**config.mk**
```make
export PLATFORM = sky130hd
export DESIGN_NAME = mem_access_unit
export DESIGN_NICKNAME = d
export VERILOG_FILES = /design/src/rtl/mem_access_unit.sv
export SDC_FILE = /design/constraint.sdc
export NUM_CORES = 1
export LEC_CHECK = 0
export CAP_MARGIN = 5
export CORE_ASPECT_RATIO = 0.6
export CORE_MARGIN = 1.5
export CORE_UTILIZATION = 35
export DETAILED_ROUTE_END_ITERATION = 10
export PLACE_DENSITY_LB_ADDON = 0.1
export SYNTH_ARGS = -nofsm -noshare
export SYNTH_HDL_FRONTEND = slang
export SYNTH_SLANG_ARGS = --single-unit
export TNS_END_PERCENT = 5
```
**constraint.sdc**
```tcl
create_clock -name clk -period 2.53 [get_ports clk]
set_input_delay 0.759 -clock clk [delete_from_list [all_inputs] [get_ports clk]]
set_output_delay 0.759 -clock clk [all_outputs]
set_load 0.05 [all_outputs]
```
**src/rtl/mem_access_unit.sv**
```systemverilog
// ----------------------------------------------------------------------------
// mem_access_unit
//
// Memory-stage data-memory initiator for the LC-3b pipeline. It accepts one
// load/store per instruction from the EX/MEM register, runs a word, byte or
// indirect access on the data-memory port, and holds the upstream pipeline
// until the access completes. Load data is returned for the MEM/WB register.
//
// Handshakes:
//   - Pipeline side: a memory op is req_valid && (req_read || req_write). It is
//     captured on the clock edge in IDLE. stall stays high until the op
//     reaches DONE, so upstream must hold req_* while stall is high.
//     result_valid pulses for exactly one cycle, in DONE.
//   - Memory side: mem_read/mem_write are held high with address, data and
//     byte enables stable until the cycle in which mem_resp is sampled high.
//     The strobe drops on the following cycle. mem_resp is ignored whenever
//     no strobe is driven.
//
// Ports:
//   clk, reset        clock, asynchronous active-high reset
//   req_*             EX/MEM request (valid, read, write, byte, indirect,
//                     effective address, store data)
//   stall             hold upstream pipeline registers
//   result_valid      one-cycle completion pulse
//   result_data       load result (held between loads)
//   mem_*             data-memory port (address, read, write, byte_enable,
//                     wdata, rdata, resp)
// ----------------------------------------------------------------------------
module mem_access_unit #(
  parameter int WIDTH = 16
) (
  input  logic             clk,
  input  logic             reset,
  input  logic             req_valid,
  input  logic             req_read,
  input  logic             req_write,
  input  logic             req_byte,
  input  logic             req_indirect,
  input  logic [WIDTH-1:0] req_addr,
  input  logic [WIDTH-1:0] req_wdata,
  output logic             stall,
  output logic             result_valid,
  output logic [WIDTH-1:0] result_data,
  output logic [WIDTH-1:0] mem_address,
  output logic             mem_read,
  output logic             mem_write,
  output logic [1:0]       mem_byte_enable,
  output logic [WIDTH-1:0] mem_wdata,
  input  logic [WIDTH-1:0] mem_rdata,
  input  logic             mem_resp
);

  localparam logic [1:0] IDLE     = 2'd0;
  localparam logic [1:0] INDIRECT = 2'd1;
  localparam logic [1:0] ACCESS   = 2'd2;
  localparam logic [1:0] DONE     = 2'd3;

  logic [1:0]       state;
  logic             cap_read;
  logic             cap_byte;
  logic [WIDTH-1:0] cap_addr;
  logic [WIDTH-1:0] cap_wdata;

  logic             mem_op;
  logic [WIDTH-1:0] word_addr;
  logic [7:0]       rd_byte;

  assign mem_op    = req_valid && (req_read || req_write);
  assign word_addr = {cap_addr[WIDTH-1:1], 1'b0};
  // Odd addresses select the high byte lane.
  assign rd_byte   = cap_addr[0] ? mem_rdata[15:8] : mem_rdata[7:0];

  always_ff @(posedge clk or posedge reset) begin
    if (reset) begin
      state       <= IDLE;
      cap_read    <= 1'b0;
      cap_byte    <= 1'b0;
      cap_addr    <= '0;
      cap_wdata   <= '0;
      result_data <= '0;
    end else begin
      case (state)
        IDLE: begin
          if (mem_op) begin
            // A request with both read and write set is treated as a load.
            cap_read  <= req_read;
            // Indirect accesses are always word-wide.
            cap_byte  <= req_byte && !req_indirect;
            cap_addr  <= req_addr;
            cap_wdata <= req_wdata;
            state     <= req_indirect ? INDIRECT : ACCESS;
          end
        end
        INDIRECT: begin
          if (mem_resp) begin
            // Pointer fetched: it becomes the effective address.
            cap_addr <= mem_rdata;
            state    <= ACCESS;
          end
        end
        ACCESS: begin
          if (mem_resp) begin
            if (cap_read) begin
              result_data <= cap_byte ? {{(WIDTH-8){1'b0}}, rd_byte} : mem_rdata;
            end
            state <= DONE;
          end
        end
        DONE: begin
          // The request still on req_* is the one just completed.
          state <= IDLE;
        end
        default: state <= IDLE;
      endcase
    end
  end

  always_comb begin
    stall           = 1'b0;
    mem_read        = 1'b0;
    mem_write       = 1'b0;
    mem_address     = word_addr;
    mem_byte_enable = 2'b11;
    mem_wdata       = cap_wdata;
    case (state)
      IDLE: begin
        stall = mem_op;
      end
      INDIRECT: begin
        stall    = 1'b1;
        mem_read = 1'b1;
      end
      ACCESS: begin
        stall     = 1'b1;
        mem_read  = cap_read;
        mem_write = !cap_read;
        if (cap_byte) begin
          mem_address     = cap_addr;
          mem_byte_enable = cap_addr[0] ? 2'b10 : 2'b01;
          // Store byte replicated on both lanes; byte enables pick the lane.
          mem_wdata       = {(WIDTH/8){cap_wdata[7:0]}};
        end
      end
      default: begin
      end
    endcase
  end

  assign result_valid = (state == DONE);

endmodule
```
==> results.yml <==
route:
  dr.first_iter.drc_count: 142
  vias: 2374
  dr.pass1.iters: 5
  routed_wl_mm: 8.10
  wl_per_cell_um: 17.4
  viasPerCell: 5.11
  route.detailed.drc: 0
  ant_nets: 0
global_route:
  grt_max_degree: 53
  antenna_found_initial: 0
  grt_pass1_vias: 2391
  grt_pass1_wl_mm: 13.0
  globalRouteTotalUtil: 0.190
  grt-ovfl-total: 0
worst_setup_path:
  cp-start-kind: "flip-flop"
  arrival_ns: 1.75
  timing.rr.end: "cap_addr[9]"
  regToRegSetupSlack_ns: 0.38
  cp.required_ns: 1.77
  endpoint_kind: "primary output"
  endpoint: "mem_wdata[14]"
  r2r_start: "state[1]"
  cp_max_fo: 9
  worstSetupPathType: "flip-flop to primary output"
  crit_start: "state[0]"
  reg2regPathDepth: 6
yosys:
  netlist_area_um2: 2930
  synthDominantCellAreaShare: 0.444
  synth_cells: 269
  synthFlopType: "dfrtp_1"
  avgSynthCellArea_um2: 10.9
  synth_edf_count: 0
  yosys-top-cells-area: "dfrtp_1, mux2_2, buf_4, o32ai_1, a2111oi_0"
  synth_top_area_cell: "dfrtp_1"
  synth_cell_types: 31
  synth.net_count: 331
  async_reset_ff_frac: 1.00
  yosysWarnings: 0
  synthTopCellsByCount: "dfrtp_1, mux2_2, buf_4"
  synth.yosys.seq_area_share: 0.444
  synth-seq-cells: 52
  yosysMostFrequentCell: "dfrtp_1"
sta:
  finalSetupViolations: 0
  min_period_ns: 2.51
  finalHoldViolCount: 0
  rsz0062_at_grt: "true"
  tightest_slew_ns: 0.734
  finalCritPeriodShare: 0.992
  finClkSkew_ns: 0.00801
  max_freq_ghz: 0.398
  hold_ws_ns: 0.488
  slew_violations: 0
  relSlewSlack: 0.511
placement:
  place.gp.congestion: 0.758
  hpwl_mm: 5.83
  placed_area_um2: 4150
  dp.cells: 456
  io_buffers: 109
floorplan:
  die_h_um: 73.9
  ios: 110
  fp.dieW_um: 121
  rows: 25
  dieArea_um2: 8950
  core-area_um2: 8010
  initial_core_util: 0.366
clock_tree:
  postCtsHoldBufs: 0
  htree_num_levels: 2
  clkTransAtPathRegs_ns: 0.07
  clock_path_buffers: 2
  cts.sinks: 52
  cts_root_buffer: "clkbuf_16"
  cts_tree: "built"
  clkLatencyLatePin_ns: 0.29
  cts_made_buffers: 5
final_layout:
  antenna_cells: 0
  fin_area_um2: 4320
  post-route-util: 0.539
  syn_to_final_growth_pct: 47.3
  drive_above_1_share: 0.213
  final_nets: 418
  instances_no_fill: 465
min_path:
  hp-class: "flip-flop to flip-flop"
pwr:
  p_per_area_nw_per_um2: 1540
  total_power_mw: 6.65
  leakagePower_nw: 1.85
  vdd_drop_max_mv: 1.44
flow_run:
  maxCapViolations: 0
outcome:
  outcome: "complete, no violations"
[cell families (layout without fill, tap and decap cells)]
family / Yosys count / in the layout / share of synthesized area
AO/OA/AOI/OAI: 70 / 70 / 0.199
adder cells (fa/ha/maj): 6 / 6 / 0.0256
buffers and inverters: 65 / 153 / 0.123
flip-flops: 52 / 52 / 0.444
multiplexers: 37 / 37 / 0.137
AND/OR/NAND/NOR: 39 / 39 / 0.0705
[final cells by class]
type | instances | area [um2]
fillers | 722 | 3690
repair buffers | 123 | 1370
flip-flops and latches | 52 | 1300
multi-input cells | 152 | 1280
clock buffers | 6 | 139
well taps | 108 | 135
inverters | 22 | 82.6
clock inverters | 2 | 10.0
[through the flow]
| stage | setup slack, ns | TNS, ns |
|---|---|---|
| after global routing | -0.0693 | -0.493 |
| after CTS | -0.0140 | -0.0796 |
| after global placement | -0.165 | -0.590 |
| final | 0.0193 | 0 |
| after floorplan | -0.0988 | -0.0988 |
| after detailed placement | -0.166 | -0.606 |
[placed cells by master, fill, tap and decap left out, drive strengths merged, types with 10 or more instances in the layout]
cell,instances
clkdlybuf4s50,92
dfrtp,52
buf,29
mux2,26
inv,22
nand2,19
o21ai,18
a221oi,16
o32ai,15
a2111oi,15
mux2i,11
nand2b,10
[where the power goes]
part | switching (mW) | leakage, nW | internal (mW)
registers | 0.280 | 0.619 | 1.24
logic | 2.64 | 1.16 | 1.78
clock network | 0.304 | 0.0766 | 0.391
total | 3.23 | 1.85 | 3.42
[state kept, by name (all words and copies together) (netlist names)]
signal and flops:
cap_read 1, cap_byte 1, cap_addr 16, state 2, cap_wdata 16, result_data 16
[worst min-delay path by stage]
| stage | cells past startpoint | to | start |
|---|---|---|---|
| after floorplan | 1 | cap_addr[15] | cap_addr[15] |
| after global placement | 2 | result_data[8] | result_data[8] |
| after detailed placement | 2 | result_data[6] | result_data[6] |
| after CTS | 2 | result_data[10] | result_data[10] |
| after global routing | 2 | result_data[4] | result_data[4] |
| final | 2 | result_data[10] | result_data[10] |
[metal layers]
layer  track usage  vias up  wire (um)
li1              -     1134          -
met1         0.291     1161       4270
met2         0.262       74       3290
met3        0.0505        5        487
met4        0.0471        0         54
met5             0        -          0
[worst max-delay path, stage by stage, from the launching register on]
cell	delay [ns]
dfrtp_1	0.39
inv_2	0.08
ha_1	0.21
nand2_1	0.08
buf_6	0.16
mux2_2	0.38
buf_12	0.15
[what timing repair did]
item,in CTS,in global routing
cloned,0,0
gates resized for setup,3,3
pin swaps,0,1
setup endpoints to repair,9,10
setup buffers,0,1
Note: power is estimated with default switching activity, not from simulation.
